===== src/rtl/alu_seq_ctrl.sv =====
// alu_seq_ctrl: runs NBYTES-wide add/sub/logic ops on an 8-bit ALU,
// one byte per cycle LSB first, with carry chaining and C/Z/N/V flags.
//
// Ports:
//   clk, rst            clock, synchronous active-high reset
//   start, op, opa, opb request; op 000 ADD 001 ADC 010 SUB 011 SBC
//                       100 AND 101 OR 110 XOR 111 illegal
//   ready, done, err    handshake: ready in IDLE, done one-cycle pulse,
//                       err with done for an illegal op
//   result, flag_*      result register and persistent flags
//   alu_*               drive to / response from the 8-bit ALU
//
// Optional feature macro: ALU_SEQ_OVF_EN (signed overflow flag_v).
module alu_seq_ctrl #(
    parameter int NBYTES = 4
) (
    input  logic                  clk,
    input  logic                  rst,
    input  logic                  start,
    input  logic [2:0]            op,
    input  logic [8*NBYTES-1:0]   opa,
    input  logic [8*NBYTES-1:0]   opb,
    output logic                  ready,
    output logic                  done,
    output logic                  err,
    output logic [8*NBYTES-1:0]   result,
    output logic                  flag_c,
    output logic                  flag_z,
    output logic                  flag_n,
    output logic                  flag_v,
    output logic [7:0]            alu_a,
    output logic [7:0]            alu_b,
    output logic                  alu_carry_in,
    output logic                  alu_is_shift,
    output logic [1:0]            alu_scode,
    output logic [2:0]            alu_acode,
    input  logic [7:0]            alu_r,
    input  logic                  alu_carry_out
);

    localparam int W  = 8 * NBYTES;
    localparam int CW = (NBYTES > 1) ? $clog2(NBYTES) : 1;

    typedef enum logic [1:0] {
        S_IDLE,
        S_RUN,
        S_DONE
    } state_t;

    state_t          state_q;
    logic [CW-1:0]   cnt_q;
    logic [W-1:0]    a_q;
    logic [W-1:0]    b_q;
    logic [W-1:0]    result_q;
    logic [2:0]      op_q;
    logic            chain_q;
    logic            zacc_q;
    logic            fc_q;
    logic            fz_q;
    logic            fn_q;
    logic            done_q;
    logic            err_q;

    logic            is_arith;
    logic            is_sub;
    logic            first;
    logic            last;
    logic            cin_first;
    logic            zacc_d;
    logic [W-1:0]    result_d;

    assign is_arith = ~op_q[2];
    assign is_sub   = ~op_q[2] & op_q[1];
    assign first    = (cnt_q == '0);
    assign last     = (cnt_q == CW'(NBYTES - 1));
    // ADD:0, SUB:1, ADC/SBC: chain in the stored carry flag
    assign cin_first = op_q[0] ? fc_q : op_q[1];

    // Operands are shifted right each byte, so byte i is always in [7:0].
    always_comb begin
        alu_a        = 8'h00;
        alu_b        = 8'h00;
        alu_acode    = 3'b000;
        alu_carry_in = 1'b0;
        if (state_q == S_RUN) begin
            alu_a        = a_q[7:0];
            alu_b        = is_sub ? ~b_q[7:0] : b_q[7:0];
            alu_acode    = is_arith ? 3'b001 : op_q;
            alu_carry_in = is_arith & (first ? cin_first : chain_q);
        end
    end

    assign alu_is_shift = 1'b0;
    assign alu_scode    = 2'b00;

    assign zacc_d   = (alu_r == 8'h00) & (first | zacc_q);
    assign result_d = (result_q >> 8) | (W'(alu_r) << (W - 8));

`ifdef ALU_SEQ_OVF_EN
    logic fv_q;
    logic ovf;
    // On the top byte alu_a/alu_b carry A[W-1] and Beff[W-1].
    assign ovf = is_arith & (alu_a[7] == alu_b[7]) & (alu_r[7] != alu_a[7]);
    always_ff @(posedge clk) begin
        if (rst) begin
            fv_q <= 1'b0;
        end else if (state_q == S_RUN && last) begin
            fv_q <= ovf;
        end
    end
    assign flag_v = fv_q;
`else
    assign flag_v = 1'b0;
`endif

    always_ff @(posedge clk) begin
        if (rst) begin
            state_q  <= S_IDLE;
            cnt_q    <= '0;
            a_q      <= '0;
            b_q      <= '0;
            result_q <= '0;
            op_q     <= 3'b000;
            chain_q  <= 1'b0;
            zacc_q   <= 1'b0;
            fc_q     <= 1'b0;
            fz_q     <= 1'b0;
            fn_q     <= 1'b0;
            done_q   <= 1'b0;
            err_q    <= 1'b0;
        end else begin
            unique case (state_q)
                S_IDLE: begin
                    done_q <= 1'b0;
                    err_q  <= 1'b0;
                    if (start) begin
                        if (op == 3'b111) begin
                            state_q <= S_DONE;
                            done_q  <= 1'b1;
                            err_q   <= 1'b1;
                        end else begin
                            a_q     <= opa;
                            b_q     <= opb;
                            op_q    <= op;
                            cnt_q   <= '0;
                            state_q <= S_RUN;
                        end
                    end
                end
                S_RUN: begin
                    a_q      <= a_q >> 8;
                    b_q      <= b_q >> 8;
                    result_q <= result_d;
                    chain_q  <= alu_carry_out;
                    zacc_q   <= zacc_d;
                    cnt_q    <= cnt_q + CW'(1);
                    if (last) begin
                        state_q <= S_DONE;
                        done_q  <= 1'b1;
                        err_q   <= 1'b0;
                        fz_q    <= zacc_d;
                        fn_q    <= alu_r[7];
                        if (is_arith) begin
                            fc_q <= alu_carry_out;
                        end
                    end
                end
                S_DONE: begin
                    done_q  <= 1'b0;
                    err_q   <= 1'b0;
                    state_q <= S_IDLE;
                end
                default: begin
                    state_q <= S_IDLE;
                end
            endcase
        end
    end

    assign ready  = (state_q == S_IDLE);
    assign done   = done_q;
    assign err    = err_q;
    assign result = result_q;
    assign flag_c = fc_q;
    assign flag_z = fz_q;
    assign flag_n = fn_q;

endmodule


===== config.mk =====
export PLATFORM = sky130hd
export DESIGN_NAME = alu_seq_ctrl
export DESIGN_NICKNAME = d
export VERILOG_FILES = /design/src/rtl/alu_seq_ctrl.sv
export SDC_FILE = /design/constraint.sdc
export NUM_CORES = 1
export LEC_CHECK = 0
export BUFFER_PORTS_ARGS = -buffer_cell sky130_fd_sc_hd__buf_2
export CAP_MARGIN = 20
export CORE_MARGIN = 5
export CORE_UTILIZATION = 51
export DETAILED_ROUTE_END_ITERATION = 10
export PLACE_DENSITY_LB_ADDON = 0.1
export SLEW_MARGIN = 10
export SYNTH_ARGS = -nofsm -noshare
export SYNTH_HDL_FRONTEND = slang
export SYNTH_SLANG_ARGS = --single-unit

===== constraint.sdc =====
create_clock -name clk -period 2.3 [get_ports clk]
set_clock_uncertainty 0.2 [all_clocks]
set_input_delay 0 -clock clk [delete_from_list [all_inputs] [get_ports clk]]
set_output_delay 0 -clock clk [all_outputs]
set_load 0.01 [all_outputs]

==> results of run 1 <==
registers in the layout, indices dropped and copies added (netlist names):
signal	count
flag_n	1
done	1
zacc_q	1
op_q	3
cnt_q	2
chain_q	1
result	32
err	1
b_q	32
flag_z	1
flag_c	1
a_q	32
state_q	2
cell usage in the layout (no fill, tap or decap), drive strengths merged:
master / count
a2111oi: 1
a21boi: 1
a21oi: 8
a31oi: 1
and2: 10
and3: 2
buf: 146
clkbuf: 9
clkinv: 1
clkinvlp: 1
conb: 4
dfxtp: 110
dlygate4sd3: 85
ha: 5
inv: 28
mux2: 1
mux2i: 82
nand2: 22
nand2b: 2
nand3: 50
nand3b: 2
nand4: 2
nor2: 43
nor2b: 3
nor3b: 1
nor4: 2
o2111ai: 2
o211a: 49
o211ai: 1
o21ai: 6
o221a: 3
o31ai: 1
o32ai: 16
or3: 2
or4: 1
xnor2: 8
metal layers:
metal  wire length [µm]  track usage  part of all wire
met5                  0            0                 0
met1               5830       0.2811              0.44
met2               6214       0.3527              0.47
met4                409       0.1140             0.031
met3                707      0.03934             0.054
per-stage QoR:
| step | worst slack (ps) | util | instance area [µm²] | power, W | hold WS (ps) |
|---|---|---|---|---|---|
| 2_1_floorplan | 520.6 | - | 5066 | 0.003016 | -64.02 |
| 4_1_cts | 131.6 | 0.7074 | 6883 | 0.004618 | 165.3 |
| 5_1_grt | 39.93 | 0.7086 | 6894 | 0.004832 | 195.7 |
| 3_3_place_gp | 481.3 | 0.5992 | 5829 | 0.003291 | 38.49 |
| 3_5_place_dp | 420.7 | 0.5992 | 5829 | 0.003309 | 43.29 |
| 6_report | 159.1 | 0.7086 | 6894 | 0.004597 | 200.4 |
layout make-up:
class                   count  area, µm²
multi-input cells         331       2551
clock buffers               9      123.9
flip-flops and latches    110       2202
fillers                   744       2835
repair buffers            231       1682
inverters                  23      90.09
well taps                 133      166.4
clock inverters             7      78.83
report_power, final:
group / total (W) / internal [W] / leakage, nW / switching, W
Clock: 0.00120 / 0.000446 / 0.105 / 0.000758
Combinational: 0.00118 / 0.000594 / 2.29 / 0.000586
Sequential: 0.00221 / 0.00210 / 0.901 / 0.000115
Total: 0.00460 / 0.00314 / 3.29 / 0.00146
worst min-delay path, stage by stage:
cell	delay (ps)
sky130_fd_sc_hd__dlygate4sd3_1	510
sky130_fd_sc_hd__buf_2	100
sky130_fd_sc_hd__nand2_1	50
sky130_fd_sc_hd__o32ai_2	80
cell families (layout without fill, tap and decap cells):
kind of cell / after synthesis / after routing / synth area share
xor gates and xnor gates: 8 / 8 / 0.01386
AOI/OAI and AO/OA: 89 / 89 / 0.1710
adders and majority gates: 5 / 5 / 0.01238
muxes: 83 / 83 / 0.1646
buffers and inverters: 73 / 270 / 0.06658
DFF: 110 / 110 / 0.4356
and+or+nand+nor: 142 / 142 / 0.1351
other: 1 / 4 / 0.0007419
final timing paths:
kind                                               from                   end  slack, ps  cells past startpoint
worst max-delay path            state_q[0]$_SDFFE_PP0P_  op_q[2]$_SDFFE_PP0P_        160                      6
worst max register to register  state_q[0]$_SDFFE_PP0P_  op_q[2]$_SDFFE_PP0P_        160                      6
worst min register to register      flag_n$_SDFFE_PP0P_   flag_n$_SDFFE_PP0P_        260                      2
worst min-delay path                            opa[26]  a_q[26]$_SDFFE_PP0P_        200                      4
repair_timing:
action	in CTS	in global routing
hold buffers	85	0
hold endpoints to repair	85	0
buffers inserted	0	1
setup endpoints to repair	0	1
resized for setup	0	1
==> flow_summary.yaml, run 1 <==
run_status:
  run_status: "completed"
setup_path:
  setup_cp_type: "reg -> reg"
  critical_path.endpoint_type: "flip-flop"
  cp_slowest_stage_delay_ps: 540
  worst_ep_required_time_ps: 2370
  cp_cell_sequence: "inv_1, ha_1, nand2_2, nor2_1, o221a_2, dlygate4sd3_1"
  startpoint_type: "flip-flop"
  slowest_stage: "sky130_fd_sc_hd__dlygate4sd3_1"
  category_of_cells_accounting_for_the_largest_share_of_critical_path_delay: "buffers and inverters"
  timing.critical_path.arrival_ps: 2210
  crit_buf_inv: 2
  worst-path-max-fanout: 8
detailed_routing:
  totalWireLength_um: 13160
  number_of_vias_per_cell_after_detailed_routing: 5.339
  drt_drc_violations_left: 0
  route.detailed.wl_per_inst_um: 15.59
  route.vias.total: 4506
  drt_first_pass_iters: 6
  drt.antenna.violating_nets: 0
  first_iter_violations: 329
yosys:
  synth_ff_type: "sky130_fd_sc_hd__dfxtp_1"
  netlist-cell-type-count: 42
  ys_top_cells_by_area: "sky130_fd_sc_hd__dfxtp_1 (44%), sky130_fd_sc_hd__mux2i_1 (16%), sky130_fd_sc_hd__o211a_1 (9.7%)"
  synth_largest_type_area_fraction: 0.4356
  ys.warnings.count: 0
  synthesis.instances: 511
  synth_sequential_area_ratio: 0.4356
  syn_area_mm2: 0.005055
  synth-seq-cells: 110
  netlist.top_cell.by_area: "sky130_fd_sc_hd__dfxtp_1"
  most_frequently_used_cell_type_in_the_post_synthesis_netlist: "sky130_fd_sc_hd__dfxtp_1"
  number_of_enable_flip_flop_cells_after_synthesis: 0
  synth_async_sr_flop_share: 0
  synth_area_per_cell_um2: 9.892
  synthTopCellsByCount: "sky130_fd_sc_hd__dfxtp_1 (110), sky130_fd_sc_hd__mux2i_1 (82), sky130_fd_sc_hd__nand3_1 (50)"
sta:
  report.final.setup_viol: 0
  fin_setup_tns_ps: 0
  final_number_of_max_transition_violations: 0
  timing.max_slew.rel_slack: 0.5608
  fin_crit_sh: 0.9308
  clock.fmax_mhz: 467.1
  rsz0062_at_grt: "no"
  count_of_final_hold_check_violations: 0
  period_minus_slack_ps: 2141
  tightestPinTransition_ps: 658.9
floorplan:
  initial_utilization: 0.5195
  io-pin-count: 141
  die_width_um: 109.6
  floorplan.die_area_mm2: 0.01200
  fp.coreArea_mm2: 0.009729
  die_height_um: 109.6
  num_rows: 36
power:
  powerDensity_mw_per_mm2: 666.8
  ir_worst_vdd_mv: 0.3474
  power.static_leakage_nw: 3.294
clocking:
  clock_edge_transition_at_the_registers_on_the_reported_setup_and_hold_paths_ps: 120
  clkLatencyLatePin_ps: 380
  cts_tree: "done"
  clock_tree_sinks: 110
  root_buffer: "sky130_fd_sc_hd__clkbuf_8"
  cts-root-to-sink-buffers: 2
  h-tree-depth: 3
  cts_inserted_buffers: 9
placed_design:
  place_inst: 742
  placement.io_buffers: 136
  hpwlAfterDp_um: 7896
  replace_congestion: 0.7954
final_layout:
  area_delta_synth_final_pct: 36.39
  post_route_cells_drive_above_1_share: 0.2574
  finalNetCount: 790
  final_cells: 844
  number_of_diodes_added_for_antenna_fixing: 0
global_route:
  largest_net_degree_at_the_start_of_global_routing: 66
  first_global_vias: 4337
  overflow: 0
  grt_antenna_before_repair: 0
  groute.usage.overall: 0.2194
  grt_first_pass_wirelength_um: 20930
flow_run:
  drv.max_cap_violation_count: 0
min_path:
  hold_path_class: "in -> reg"
No activity file was read; power rests on OpenSTA's default activity.
==> inputs of run 2 (changes only) <==
- clock period: 2.3 -> 2.44 ns (I/O delays scaled with it)
==> run 2 against run 1 <==
  * Final area grew 0.16%
  * Critical path depth decreased by 1
  * Largest cell class unchanged
  * Clock power down 6%
  * Total power fell by 5.8%
  * Worst hold slack better by 9.2 ps
  * Core utilization is 0.12 points higher
  * Register-to-register slack improved by 20 ps
  * Non-clock buffer count unchanged
  * Largest power group unchanged
  * First-iteration DRC count is 34% lower
  * Cell count rose by 0.12%
  * Combinational power fell by 6%
==> flow_summary.yaml, run 2 (synthesis gave the netlist of run 1 again) <==
final_layout:
  finalNetCount: 790
  area_delta_synth_final_pct: 36.61
  post_route_cells_drive_above_1_share: 0.2532
  layout_commonest_cell: "sky130_fd_sc_hd__buf_2"
  final_design_area_no_fill_mm2: 0.006905
  layout.cells.most_common_list: "sky130_fd_sc_hd__buf_2 (136), sky130_fd_sc_hd__dfxtp_1 (110), sky130_fd_sc_hd__dlygate4sd3_1 (87), sky130_fd_sc_hd__mux2i_1 (82), sky130_fd_sc_hd__nand3_1 (50)"
  num-fill-cells: 740
global_route:
  first_global_vias: 4401
  groute.usage.overall: 0.2216
  overflow: 0
  grt_antenna_before_repair: 0
  largest_net_degree_at_the_start_of_global_routing: 66
  grt_first_pass_wirelength_um: 21130
detailed_routing:
  drt_first_pass_iters: 4
  drt.antenna.violating_nets: 0
  totalWireLength_um: 13250
  first_iter_violations: 216
  drt_drc_violations_left: 0
  route.vias.total: 4396
  number_of_vias_per_cell_after_detailed_routing: 5.202
  route.detailed.wl_per_inst_um: 15.68
clocking:
  h-tree-depth: 3
  cts-root-to-sink-buffers: 2
  clock_tree_sinks: 110
  cts_inserted_buffers: 9
  post-cts-setup-buffer-count: 0
  cts_tree: "done"
  clkLatencyLatePin_ps: 370
  cts_resized: 0
  cts_hold_repair.buffers: 87
  root_buffer: "sky130_fd_sc_hd__clkbuf_8"
  clock_edge_transition_at_the_registers_on_the_reported_setup_and_hold_paths_ps: 130
floorplan:
  io-pin-count: 141
  die_height_um: 109.6
  floorplan.die_area_mm2: 0.01200
  fp.coreArea_mm2: 0.009729
  initial_utilization: 0.5195
  num_rows: 36
  die_width_um: 109.6
sta:
  fin_setup_tns_ps: 0
  tightestPinTransition_ps: 868.6
  count_of_final_hold_check_violations: 0
  rsz0062_at_grt: "no"
  clock.fmax_mhz: 441.6
  report.final.setup_viol: 0
  fin_crit_sh: 0.9282
  period_minus_slack_ps: 2265
  timing.max_slew.rel_slack: 0.4210
  final_number_of_max_transition_violations: 0
placed_design:
  replace_congestion: 0.7881
  placed_area_mm2: 0.005822
  hpwlAfterDp_um: 7961
  placement.io_buffers: 136
setup_path:
  setup_cp_type: "reg -> reg"
  timing.critical_path.arrival_ps: 2290
  critical_path.endpoint_type: "flip-flop"
  cp_cell_sequence: "inv_1, ha_1, nand2_2, or3_1, o32ai_1"
  worst-path-max-fanout: 16
  worst_setup_path_startpoint: "state_q[0]$_SDFFE_PP0P_"
  startpoint_type: "flip-flop"
  cp_slowest_stage_delay_ps: 710
  slowest_stage: "sky130_fd_sc_hd__or3_1"
  crit-reg2reg-launch: "state_q[0]$_SDFFE_PP0P_"
  worst_ep_required_time_ps: 2470
flow_run:
  drv.max_cap_violation_count: 0
run_status:
  run_status: "completed"
min_path:
  origin_of_the_worst_min_delay_path: "opa[24]"
  hold_path_class: "in -> reg"
power:
  ir_worst_vdd_mv: 0.3682
  power.static_leakage_nw: 3.293
  powerDensity_mw_per_mm2: 626.8
## run 2: final timing paths
check	slack, ps	to	depth (start not counted)
worst max-delay path	180	b_q[29]$_SDFFE_PP0P_	5
worst min-delay path	210	a_q[24]$_SDFFE_PP0P_	4
worst max register to register	180	b_q[29]$_SDFFE_PP0P_	5
worst min register to register	270	flag_n$_SDFFE_PP0P_	2
## run 2: layout make-up
class / count / area [µm²] / area share
sequential: 110 / 2202 / 0.3189
timing repair buffer: 231 / 1687 / 0.2442
clock inverter: 7 / 86.33 / 0.01250
clock buffer: 9 / 123.9 / 0.01794
multi-input combinational: 331 / 2551 / 0.3695
tap: 133 / 166.4 / 0.02410
inverter: 23 / 86.33 / 0.01250
antenna: 1 / 2.502 / 0.0003624
## run 2: metrics by stage
step                      worst slack (ps)  total power (W)  utilization  hold WS, ps  instances
final                                175.3         0.004328       0.7097        209.6        845
after global routing                 14.86         0.004546       0.7095        216.3        844
after CTS                            174.9         0.004350       0.7095        171.3        844
after detailed placement             193.3         0.003118       0.5984        44.03        741
after global placement               321.6         0.003099       0.5984        38.73        741
after floorplan                      660.6         0.002843            -       -64.02        514
## run 2: worst max-delay path, delay by kind of cell, from the launching register on
family | cells | cell delay [ps]
compound gates | 1 | 230
fa+ha+maj | 1 | 280
simple gates | 2 | 890
buf+inv | 1 | 70
flops | 1 | 440
## run 2: per-layer routing
layer	part of all wire	vias to the layer above	track usage
met2	0.49	116	0.3771
met3	0.046	19	0.03641
met5	0	-	0
met4	0.015	0	0.06679
li1	-	2197	-
met1	0.45	2064	0.2885
## run 2: power by group
part,switching (W),internal (W),total (W)
Clock,0.000714,0.000417,0.00113
Combinational,0.000556,0.000556,0.00111
Sequential,0.000108,0.00198,0.00209
Total,0.00138,0.00295,0.00433
==> inputs of run 3 (changes only) <==
- REMOVE_ABC_BUFFERS: unset -> 1
==> run 3 against run 2 <==
  * Clock power shrank 16%
  * Critical path type unchanged
  * Die area is the same
  * Setup slack better by 43 ps
  * Maximum frequency is 1.9% higher
  * Final area is 0.31% lower
  * Largest cell class unchanged
  * Global-route usage grew 0.50 points
  * Routed wire length increased by 0.60%
  * Register-to-register slack gained 40 ps
  * Total power shrank 3.7%
  * Via count increased by 2.4%
  * Clock-buffer cell count rose by 3
  * First-iteration DRC count increased by 7.4%
==> flow_summary.yaml, run 3 (synthesis gave the netlist of run 1 again) <==
sta:
  period_minus_slack_ps: 2222
  final_number_of_max_transition_violations: 0
  tightestPinTransition_ps: 596.8
  count_of_final_hold_check_violations: 0
  finalHoldWorstSlack_ps: 217.9
  report.final.setup_viol: 0
  timing.max_slew.rel_slack: 0.5985
  clock.fmax_mhz: 450.1
  rsz0062_at_grt: "no"
  fin_crit_sh: 0.9105
final_layout:
  area_delta_synth_final_pct: 36.19
  number_of_diodes_added_for_antenna_fixing: 0
  layout_commonest_cell: "sky130_fd_sc_hd__buf_2"
  final_design_area_no_fill_mm2: 0.006884
  final_cells: 847
  layout.cells.most_common_list: "sky130_fd_sc_hd__buf_2 (136), sky130_fd_sc_hd__dfxtp_1 (110), sky130_fd_sc_hd__dlygate4sd3_1 (87), sky130_fd_sc_hd__mux2i_1 (82), sky130_fd_sc_hd__nand3_1 (50)"
  post_route_cells_drive_above_1_share: 0.2521
  finalNetCount: 794
  post-route-util: 0.7076
  num-fill-cells: 782
detailed_routing:
  drt.antenna.violating_nets: 0
  totalWireLength_um: 13330
  first_iter_violations: 232
  drt_first_pass_iters: 4
  route.vias.total: 4502
  route.detailed.wl_per_inst_um: 15.74
  drt_drc_violations_left: 0
  number_of_vias_per_cell_after_detailed_routing: 5.315
clocking:
  clkLatencyLatePin_ps: 360
  cts_tree: "done"
  root_buffer: "sky130_fd_sc_hd__clkbuf_8"
  h-tree-depth: 3
  clock_edge_transition_at_the_registers_on_the_reported_setup_and_hold_paths_ps: 100
  cts_inserted_buffers: 9
  cts_resized: 0
  clock_tree_sinks: 110
  cts-root-to-sink-buffers: 2
placed_design:
  replace_congestion: 0.7212
  placement.io_buffers: 136
  placed_area_mm2: 0.005844
  hpwlAfterDp_um: 8015
  place_inst: 744
global_route:
  first_global_vias: 4507
  overflow: 0
  groute.usage.overall: 0.2266
  grt_antenna_before_repair: 0
  grt_first_pass_wirelength_um: 21940
  largest_net_degree_at_the_start_of_global_routing: 66
floorplan:
  floorplan.die_area_mm2: 0.01200
  io-pin-count: 141
  num_rows: 36
  die_width_um: 109.6
  fp.coreArea_mm2: 0.009729
  die_height_um: 109.6
  initial_utilization: 0.5195
setup_path:
  worst_ep_required_time_ps: 2490
  worst-path-max-fanout: 33
  setup_cp_type: "reg -> reg"
  startpoint_type: "flip-flop"
  critical_path.endpoint_type: "flip-flop"
  timing.critical_path.arrival_ps: 2270
power:
  design_power_total_w: 0.004169
  powerDensity_mw_per_mm2: 605.6
  ir_worst_vdd_mv: 0.4354
  power.static_leakage_nw: 3.292
run_status:
  run_status: "completed"
min_path:
  hold_path_class: "in -> reg"
flow_run:
  drv.max_cap_violation_count: 0
## run 3: timing repair
action,in CTS,in global routing
buffers inserted,0,1
hold buffers,87,0
endpoints found under the setup margin,0,2
endpoints found under the hold margin,105,0
## run 3: worst max-delay path, stage by stage (launching register included)
cell	delay [ps]
sky130_fd_sc_hd__dfxtp_1	330
sky130_fd_sc_hd__inv_1	130
sky130_fd_sc_hd__ha_4	300
sky130_fd_sc_hd__buf_12	270
sky130_fd_sc_hd__mux2i_1	210
sky130_fd_sc_hd__nor2_1	60
sky130_fd_sc_hd__dlygate4sd3_1	590
## run 3: metal layers
layer | vias to the layer above | routed length (µm) | GRT usage
met5 | - | 0 | 0
met4 | 0 | 204 | 0.07213
met3 | 18 | 567 | 0.04052
met2 | 112 | 6814 | 0.3915
met1 | 2161 | 5742 | 0.2862
li1 | 2211 | - | -
## run 3: final timing paths
check	startpoint	to	slack, ps	cells past startpoint
worst min register to register	flag_n$_SDFFE_PP0P_	flag_n$_SDFFE_PP0P_	260	2
worst max register to register	state_q[1]$_SDFFE_PP0P_	result[28]$_SDFFE_PP0P_	220	6
worst max-delay path	state_q[1]$_SDFFE_PP0P_	result[28]$_SDFFE_PP0P_	220	6
worst min-delay path	opa[26]	a_q[26]$_SDFFE_PP0P_	220	4
## run 3: where the power goes
group	leakage, nW	switching [W]	total (W)	internal, W
clock network	0.0687	0.000584	0.000953	0.000368
registers	0.901	0.000105	0.00208	0.00198
logic	2.32	0.000565	0.00113	0.000569
## run 3: metrics by stage
step / TNS, ps / setup slack, ps
after floorplan: -337750 / -3516
after global placement: 0 / 512.6
after detailed placement: 0 / 457.3
after CTS: 0 / 118.5
after global routing: 0 / 82.20
final: 0 / 218.3
## run 3: cell type report
class,count,area [µm²],area share
multi-input cells,331,2551,0.3706
flip-flops and latches,110,2202,0.3199
repair buffers,235,1720,0.2499
well taps,133,166.4,0.02417
clock buffers,12,135.1,0.01963
inverters,23,86.33,0.01254
clock inverters,3,22.52,0.003272
